`src/rtl/in_port_fifo_if.sv`:
```
// Handshake bundle between the external device, the input FIFO and the CPU in_port.
// master: device/CPU side; slave: the FIFO itself.
interface in_port_fifo_if #(
  parameter int WIDTH = 16,
  parameter int DEPTH = 4,
  parameter int LW    = $clog2(DEPTH) + 1
);
  logic [WIDTH-1:0] dev_data;
  logic             dev_valid;
  logic             dev_ready;
  logic             cpu_ack;
  logic [WIDTH-1:0] in_port;
  logic             in_avail;
  logic [LW-1:0]    level;
  logic             underflow;
  logic             uf_clr;

  modport master (
    output dev_data, dev_valid, cpu_ack, uf_clr,
    input  dev_ready, in_port, in_avail, level, underflow
  );

  modport slave (
    input  dev_data, dev_valid, cpu_ack, uf_clr,
    output dev_ready, in_port, in_avail, level, underflow
  );
endinterface

```
`src/rtl/in_port_fifo.sv`:
```
// Input-side FIFO feeding the CPU in_port: device valid/ready push, CPU ack pop,
// registered head word that holds its last value when empty, sticky underflow flag.
module in_port_fifo #(
  parameter int WIDTH = 16,
  parameter int DEPTH = 4,
  parameter int LW    = $clog2(DEPTH) + 1
) (
  input logic          clk,
  input logic          rst,
  in_port_fifo_if.slave bus
);
  localparam int PW = $clog2(DEPTH);

  logic [WIDTH-1:0] mem_q [DEPTH];
  logic [WIDTH-1:0] mem_d [DEPTH];
  logic [PW-1:0]    wr_ptr_q, wr_ptr_d;
  logic [PW-1:0]    rd_ptr_q, rd_ptr_d;
  logic [LW-1:0]    level_q, level_d;
  logic [WIDTH-1:0] in_port_q, in_port_d;
  logic             in_avail_q, in_avail_d;
  logic             underflow_q, underflow_d;
  logic             dev_ready;
  logic             push;
  logic             pop;
  logic             empty;

  assign dev_ready = (level_q != LW'(DEPTH));
  assign empty     = (level_q == '0);
  assign push      = bus.dev_valid && dev_ready;
  assign pop       = bus.cpu_ack && !empty;

  always_comb begin
    mem_d       = mem_q;
    wr_ptr_d    = wr_ptr_q;
    rd_ptr_d    = rd_ptr_q;
    level_d     = level_q;
    underflow_d = underflow_q;

    if (push) begin
      mem_d[wr_ptr_q] = bus.dev_data;
      wr_ptr_d        = wr_ptr_q + PW'(1);
    end
    if (pop) begin
      rd_ptr_d = rd_ptr_q + PW'(1);
    end

    case ({push, pop})
      2'b10:   level_d = level_q + LW'(1);
      2'b01:   level_d = level_q - LW'(1);
      default: level_d = level_q;
    endcase

    // Head is read from the post-write array so a push into an empty FIFO is visible next cycle.
    in_port_d  = (level_d != '0) ? mem_d[rd_ptr_d] : in_port_q;
    in_avail_d = (level_d != '0);

    if (bus.cpu_ack && empty) begin
      underflow_d = 1'b1;
    end else if (bus.uf_clr) begin
      underflow_d = 1'b0;
    end
  end

  always_ff @(posedge clk) begin
    mem_q <= mem_d;
  end

  always_ff @(posedge clk) begin
    if (rst) begin
      wr_ptr_q    <= '0;
      rd_ptr_q    <= '0;
      level_q     <= '0;
      in_port_q   <= '0;
      in_avail_q  <= 1'b0;
      underflow_q <= 1'b0;
    end else begin
      wr_ptr_q    <= wr_ptr_d;
      rd_ptr_q    <= rd_ptr_d;
      level_q     <= level_d;
      in_port_q   <= in_port_d;
      in_avail_q  <= in_avail_d;
      underflow_q <= underflow_d;
    end
  end

  assign bus.dev_ready = dev_ready;
  assign bus.in_port   = in_port_q;
  assign bus.in_avail  = in_avail_q;
  assign bus.level     = level_q;
  assign bus.underflow = underflow_q;
endmodule

```
`src/flat_wrapper.sv`:
```
// flat-port wrapper written by rule: the top's interface ports become plain ports
module in_port_fifo_flat 
#(
  parameter int WIDTH = 16,
  parameter int DEPTH = 4,
  parameter int LW    = $clog2(DEPTH) + 1
)
  (clk, rst, bus_dev_data, bus_dev_valid, bus_cpu_ack, bus_uf_clr, bus_dev_ready, bus_in_port, bus_in_avail, bus_level, bus_underflow);
  in_port_fifo_if #(.WIDTH(WIDTH), .DEPTH(DEPTH), .LW(LW)) bus_i ();
  input logic clk;
  input logic rst;
  input wire logic [$bits(bus_i.dev_data)-1:0] bus_dev_data;
  input wire logic [$bits(bus_i.dev_valid)-1:0] bus_dev_valid;
  input wire logic [$bits(bus_i.cpu_ack)-1:0] bus_cpu_ack;
  input wire logic [$bits(bus_i.uf_clr)-1:0] bus_uf_clr;
  output wire logic [$bits(bus_i.dev_ready)-1:0] bus_dev_ready;
  output wire logic [$bits(bus_i.in_port)-1:0] bus_in_port;
  output wire logic [$bits(bus_i.in_avail)-1:0] bus_in_avail;
  output wire logic [$bits(bus_i.level)-1:0] bus_level;
  output wire logic [$bits(bus_i.underflow)-1:0] bus_underflow;
  assign bus_i.dev_data = bus_dev_data;
  assign bus_i.dev_valid = bus_dev_valid;
  assign bus_i.cpu_ack = bus_cpu_ack;
  assign bus_i.uf_clr = bus_uf_clr;
  assign bus_dev_ready = bus_i.dev_ready;
  assign bus_in_port = bus_i.in_port;
  assign bus_in_avail = bus_i.in_avail;
  assign bus_level = bus_i.level;
  assign bus_underflow = bus_i.underflow;
  in_port_fifo #(.WIDTH(WIDTH), .DEPTH(DEPTH), .LW(LW)) u_core (.clk(clk), .rst(rst), .bus(bus_i));
endmodule
```
`config.mk`:
```
export PLATFORM = sky130hd
export DESIGN_NAME = in_port_fifo_flat
export DESIGN_NICKNAME = d
export VERILOG_FILES = /design/src/rtl/in_port_fifo_if.sv /design/src/rtl/in_port_fifo.sv /design/src/flat_wrapper.sv
export SDC_FILE = /design/constraint.sdc
export NUM_CORES = 1
export LEC_CHECK = 0
export CORE_ASPECT_RATIO = 1.25
export CORE_MARGIN = 2
export CORE_UTILIZATION = 55
export DETAILED_ROUTE_END_ITERATION = 12
export GPL_ROUTABILITY_DRIVEN = 0
export PLACE_DENSITY = 0.77
export SYNTH_ARGS = -nofsm -noshare
export SYNTH_HDL_FRONTEND = slang
export SYNTH_SLANG_ARGS = --single-unit
```
`constraint.sdc`:
```
create_clock -name clk -period 4.1 [get_ports clk]
set_input_delay 0.615 -clock clk [delete_from_list [all_inputs] [get_ports clk]]
set_output_delay 0.615 -clock clk [all_outputs]
set_load 0.05 [all_outputs]
```
=== Yosys cells after proc, flatten, opt, wreduce, memory -nomap -nowiden ===
Index checks and enable logic that the tools add are counted.

* Register bits: 89
* Output and inout bits: 22
* Word-level logic and storage cells: 41
* Input bits: 21

* Reduce and logical (&&, ||, !) cells: 8
* Add/subtract/negate cells: 4
* Bitwise operators: 2
* Equal/unequal tests: 3
* Multiplexer cells: 11
* Order comparisons: 3

{| class="wikitable"
|+ Operators by type and width
! kind !! count
|-
| $bwmux W64 || 1
|-
| $mux W64 || 1
|-
| $mux W16 || 3
|-
| $bmux W16 S2 || 1
|-
| $demux W16 S2 || 1
|-
| $ge A3 B3 Y1 const B || 2
|-
| $not A2 Y3 || 2
|-
| $pmux W3 S2 || 1
|-
| $add A2 B1 Y2 const B || 2
|-
| $logic_and A1 B1 Y1 || 4
|-
| $add A3 B1 Y3 const B || 1
|-
| $logic_not A3 Y1 || 1
|-
| $lt A3 B1 Y1 const B || 1
|-
| $ne A3 B3 Y1 const B || 1
|-
| $reduce_bool A3 Y1 || 1
|-
| $sub A3 B1 Y3 const B || 1
|-
| $eq A2 B1 Y1 const B || 1
|-
| $eq A2 B2 Y1 const B || 1
|-
| $mux W1 || 2
|-
| $mux W2 || 1
|-
| $reduce_bool A2 Y1 || 1
|-
| $logic_not A1 Y1 || 1
|}

=== Logic depth before layout (Yosys ltp) ===
* Depth after elaboration: 10
* Depth in mapped cells: 14
* Gate-level depth less buffers: 11

=== Worst setup path before layout ===
No wires, ideal clock.

* Kind: register to register
* Start: register u_core.level_q[0], in the netlist u_core.bus.level[0]
* End: register u_core.in_port_q[2], in the netlist u_core.bus.in_port[2]
* Arrival: 3,815 ps
* Library setup time: 91 ps
* Stages on the path, launching flop included: 15
* Path buffers: 3
* Period minus slack after synthesis: 3,906 ps
* Data required time: 4,009 ps
* Setup slack: 194 ps
* Cells stage by stage: dfxtp_1 > buf_2 > nor3b_4 > inv_2 > clkbuf_1 > nand2_1 > ha_1 > inv_1 > fa_1 > nor2b_1 > a32oi_1 > o22a_1 > clkbuf_1 > nor2_1 > a311oi_1

* Elaborated cells between the ends (all ways): 17
* Classes of those cells: 2 x add/sub; 3 x eq/ne; 6 x mux; 1 x bitwise; 5 x reduce/logical

{| class="wikitable"
|+ RTL lines
! what !! RTL line !! RTL
|-
| start, declared || in_port_fifo.sv:18 || <nowiki>logic [LW-1:0] level_q, level_d;</nowiki>
|-
| start signal, assigned || in_port_fifo.sv:79 || <nowiki>level_q <= level_d;</nowiki>
|-
| $ne A3 B3 Y1 * || in_port_fifo.sv:27 || <nowiki>assign dev_ready = (level_q != LW'(DEPTH));</nowiki>
|-
| named net bus_dev_ready || flat_wrapper.sv:16 || <nowiki>output wire logic [$bits(bus_i.dev_ready)-1:0] bus_dev_ready;</nowiki>
|-
| $logic_and A1 B1 Y1 * || in_port_fifo.sv:29 || <nowiki>assign push = bus.dev_valid && dev_ready;</nowiki>
|-
| $mux W64 || in_port_fifo.sv:39 || <nowiki>if (push) begin</nowiki>
|-
| $bmux W16 S2 || in_port_fifo.sv:54 || <nowiki>in_port_d = (level_d != '0) ? mem_d[rd_ptr_d] : in_port_q;</nowiki>
|-
| $mux W16 (not written as such) (2 in a row) || in_port_fifo.sv:54 ||
|-
| end signal, assigned || in_port_fifo.sv:80 || <nowiki>in_port_q <= in_port_d;</nowiki>
|-
| end, declared || in_port_fifo.sv:19 || <nowiki>logic [WIDTH-1:0] in_port_q, in_port_d;</nowiki>
|}

Mark *: on every way through the listed nets, which the timed path passes. The rest lies on a longest branch. The select of a mux whose other input is x is not followed.
A chain may end at the register's enable or synchronous reset.

=== Worst setup path in the final report ===
* Start: input bus_dev_valid
* End: register u_core.in_port_q[9], in the netlist u_core.bus.in_port[9]

* Word-level cells in the longest chain between the ends: 5
* Elaborated cells between the ends (all ways): 9
* Classes of those cells: 2 x eq/ne; 5 x mux; 2 x reduce/logical

{| class="wikitable"
|+ RTL lines
! what !! RTL line !! RTL
|-
| start, declared || flat_wrapper.sv:13 || <nowiki>input wire logic [$bits(bus_i.dev_valid)-1:0] bus_dev_valid;</nowiki>
|-
| $logic_and A1 B1 Y1 * || in_port_fifo.sv:29 ||
|-
| $mux W64 || in_port_fifo.sv:39 ||
|-
| $bmux W16 S2 || in_port_fifo.sv:54 ||
|-
| $mux W16 (not written as such) (2 in a row) || in_port_fifo.sv:54 ||
|}

Every way passes the cells marked *; elsewhere a longest branch is shown, timed or not. The select of a mux whose other input is x is not followed.

==> impl_metrics.prom <==
# TYPE chip_impl_metric gauge
chip_impl_metric{name="fp-row-count",unit=""} 34
chip_impl_info{name="cts_tree",value="done"} 1
chip_impl_metric{name="power_density",unit="nW/um2"} 936.1
chip_impl_metric{name="wp_data_required",unit="ps"} 4330
chip_impl_metric{name="numClockSinks",unit=""} 89
chip_impl_metric{name="vias_per_inst",unit=""} 6.067
chip_impl_metric{name="diodes",unit=""} 0
chip_impl_metric{name="data_arrival_time_at_the_worst_slack_endpoint",unit="ps"} 3310
chip_impl_info{name="timing.critical_path.from_type",value="input pin"} 1
chip_impl_metric{name="die_width",unit="um"} 79.28
chip_impl_info{name="status",value="finished clean"} 1
chip_impl_metric{name="die_footprint",unit="um2"} 7777
chip_impl_metric{name="hold_violations",unit=""} 0
chip_impl_metric{name="drt-wirelength-per-cell",unit="um"} 17.35
chip_impl_metric{name="insertion_delay",unit="ps"} 360
chip_impl_metric{name="io_pins",unit=""} 43
chip_impl_metric{name="worst_ir_drop_vdd",unit="mV"} 0.6684
chip_impl_metric{name="drive_gt1_share",unit="%"} 13.36
chip_impl_info{name="timing.critical_path.to_type",value="flop"} 1
chip_impl_metric{name="post_synth_inst_count",unit=""} 433
chip_impl_metric{name="final_instance_area",unit="um2"} 4558
chip_impl_metric{name="post_cts_hold_buffer_count",unit=""} 0
chip_impl_info{name="worst-setup-path-type",value="in2reg"} 1
chip_impl_metric{name="place_area",unit="um2"} 4362
chip_impl_metric{name="slew_viol_final",unit=""} 0
chip_impl_info{name="layout.cells.most_common_list",value="dfxtp_1, nor3_1, nor2_1"} 1
chip_impl_metric{name="ys_ff_latch",unit=""} 89
chip_impl_metric{name="maxCapViolCount",unit=""} 0
chip_impl_metric{name="synth_warnings",unit=""} 0
chip_impl_metric{name="post_synth.cell_area_avg",unit="um2"} 8.998
chip_impl_metric{name="drt_drc_violations_left",unit=""} 0
chip_impl_metric{name="detailed_route_wire_length",unit="um"} 9613
chip_impl_metric{name="antenna_found_initial",unit=""} 0
chip_impl_metric{name="timing.setup.tns",unit="ps"} 0
chip_impl_metric{name="worstPathMaxFanout",unit=""} 33
chip_impl_metric{name="setup_violations",unit=""} 0
chip_impl_metric{name="number_of_antenna_violating_nets_in_the_routed_design",unit=""} 0
chip_impl_metric{name="worst-slew-pin-transition",unit="ps"} 1048
chip_impl_info{name="hold_class",value="reg2reg"} 1
chip_impl_metric{name="effective_utilization_at_floorplan",unit="%"} 56.19
chip_impl_info{name="clk_root_buffer_cell",value="clkbuf_8"} 1
chip_impl_metric{name="clk_transition_reported_paths",unit="ps"} 80
chip_impl_metric{name="clock.fmax",unit="GHz"} 0.3246
chip_impl_metric{name="count_of_buffers_added_by_post_cts_timing_repair_for_setup",unit=""} 0
chip_impl_info{name="critical-path-slowest-cell",value="clkdlybuf4s50_1"} 1
chip_impl_metric{name="die_height",unit="um"} 98.10
chip_impl_metric{name="leakage",unit="nW"} 1.728
chip_impl_metric{name="clock_tree.htree_level_count",unit=""} 3
chip_impl_metric{name="final.hold.worst_slack",unit="ps"} 458.8
chip_impl_metric{name="first_global_vias",unit=""} 3276
chip_impl_metric{name="cp_slowest_stage_delay",unit="ps"} 600
chip_impl_metric{name="core_area",unit="um2"} 6934
chip_impl_metric{name="drt-initial-drc-count",unit=""} 310
chip_impl_info{name="mostFrequentLayoutCell",value="dfxtp_1"} 1
chip_impl_info{name="critical_path.cell_chain",value="clkdlybuf4s50_1 > nand2_1 > ha_1 > inv_1 > fa_1 > nor2b_1 > a32oi_1 > o22a_1 > buf_4 > nor2_1 > a311oi_1"} 1
chip_impl_metric{name="hpwlAfterDp",unit="um"} 5894
chip_impl_metric{name="final_net_count",unit=""} 486
chip_impl_metric{name="pin_count_of_the_biggest_net_entering_global_routing",unit=""} 37
chip_impl_metric{name="synth.cell_area",unit="um2"} 3896
chip_impl_metric{name="ctsResizeCount",unit=""} 0
chip_impl_metric{name="drt_pass1_iterations",unit=""} 4
chip_impl_metric{name="dr_total_vias",unit=""} 3361
chip_impl_metric{name="fin_crit_sh",unit="%"} 75.14
chip_impl_info{name="rsz0062_at_grt",value="no"} 1
chip_impl_metric{name="groute.usage.overall",unit="%"} 25.91
chip_impl_metric{name="syn2layout_area_growth",unit="%"} 16.99
chip_impl_metric{name="yosysUniqueCellTypes",unit=""} 31
chip_impl_metric{name="grt.overflow.total",unit=""} 0
chip_impl_metric{name="clk_path_buf_depth",unit=""} 2
chip_impl_metric{name="synth_sequential_area_ratio",unit="%"} 45.73
chip_impl_metric{name="cts-buffers-inserted",unit=""} 9
chip_impl_metric{name="fin_crit",unit="ps"} 3081
chip_impl_metric{name="grt_first_pass_wirelength",unit="um"} 15750
chip_impl_metric{name="max_slew_margin",unit="%"} 29.90
chip_impl_metric{name="synth.net_count",unit=""} 460
chip_impl_metric{name="buffer_ports.inserted",unit=""} 42
chip_impl_metric{name="skew",unit="ps"} 12.99
metal layers:
metal	wire length, um	GRT usage, %	up-vias
met3	625	5.545	16
met4	156	10.21	0
met1	4061	32.11	1606
met2	4770	43.68	111
met5	0	0	-
li1	-	-	1628
worst paths after layout:
kind                                                     start  depth (start not counted)  slack (ps)                                 end
worst max-delay path                             bus_dev_valid                         11        1020  u_core.bus.in_port[9]$_SDFFE_PP0P_
worst min-delay path                  u_core.mem_q[39]$_DFF_P_                          2         460            u_core.mem_q[39]$_DFF_P_
worst max register to register  u_core.bus.level[0]$_SDFF_PP0_                         11        1020  u_core.bus.in_port[9]$_SDFFE_PP0P_
worst min register to register        u_core.mem_q[39]$_DFF_P_                          2         460            u_core.mem_q[39]$_DFF_P_
logic make-up after synthesis:
group,share of synthesized area (%)
AND/OR/NAND/NOR,20.97
AO/OA/AOI/OAI,15.16
flip-flops,45.73
buffers and inverters,4.624
multiplexers,9.827
XOR/XNOR,1.574
adder cells (fa/ha/maj),2.119
power by group:
part	switching, mW	internal [mW]	leakage [nW]	total, mW
logic	1.35	0.847	0.888	2.20
registers	0.191	1.28	0.745	1.47
clock network	0.303	0.296	0.0953	0.600
total	1.84	2.42	1.73	4.27
flip-flops by register name (all words and copies together), names as in the netlist:
name                  cells
u_core.mem_q             64
u_core.bus.in_port       16
u_core.bus.level          3
u_core.rd_ptr_q           2
u_core.wr_ptr_q           2
u_core.bus.in_avail       1
u_core.bus.underflow      1
Yosys cell counts:
cell	count	area share, %
dfxtp_1	89	46
nor3_1	64	8.2
nor2_1	54	5.2
a21oi_1	34	4.4
or3_1	33	5.3
mux2_2	32	9.2
clkbuf_1	29	2.8
o21ai_0	17	2.2
a311oi_1	16	3.6
o2111ai_1	16	3.6
inv_1	7	0.67
buf_2	6	0.77
ha_1	5	1.6
nand2_1	4	0.39
xor2_1	4	0.90
nor2b_1	3	0.48
xnor2_1	3	0.67
and2_1	2	0.32
and3_1	2	0.32
nand3_1	2	0.26
a211oi_1	1	0.19
a32oi_1	1	0.22
a41oi_1	1	0.22
buf_6	1	0.29
fa_1	1	0.51
inv_2	1	0.096
mux2i_4	1	0.58
nor3b_4	1	0.48
o22a_1	1	0.22
o311ai_1	1	0.22
o31ai_2	1	0.32
area by class of cell:
class | instances | area (um2)
inverters | 8 | 30.03
clock inverters | 5 | 55.05
clock buffers | 11 | 141.4
flip-flops and latches | 89 | 1782
well taps | 90 | 112.6
fillers | 571 | 2376
repair buffers | 51 | 488.0
multi-input cells | 300 | 1949
worst max-delay path, delay by kind of cell:
kind	cells	cell delay (ps)
and+or+nand+nor	3	390
AOI/OAI and AO/OA	3	670
buffers and inverters	3	1000
adders and majority gates	2	640
per-stage QoR:
step           util [%]  setup slack [ps]  cells  power, mW
6_report          65.73              1019    554      4.267
5_1_grt           65.73             842.9    554      4.565
4_1_cts           65.73              1052    554      4.263
3_5_place_dp      62.90             699.5    538      3.661
3_3_place_gp      62.90             905.2    538      3.581
2_1_floorplan         -             194.3    433      3.072
Power figures use the tool's default switching activity.
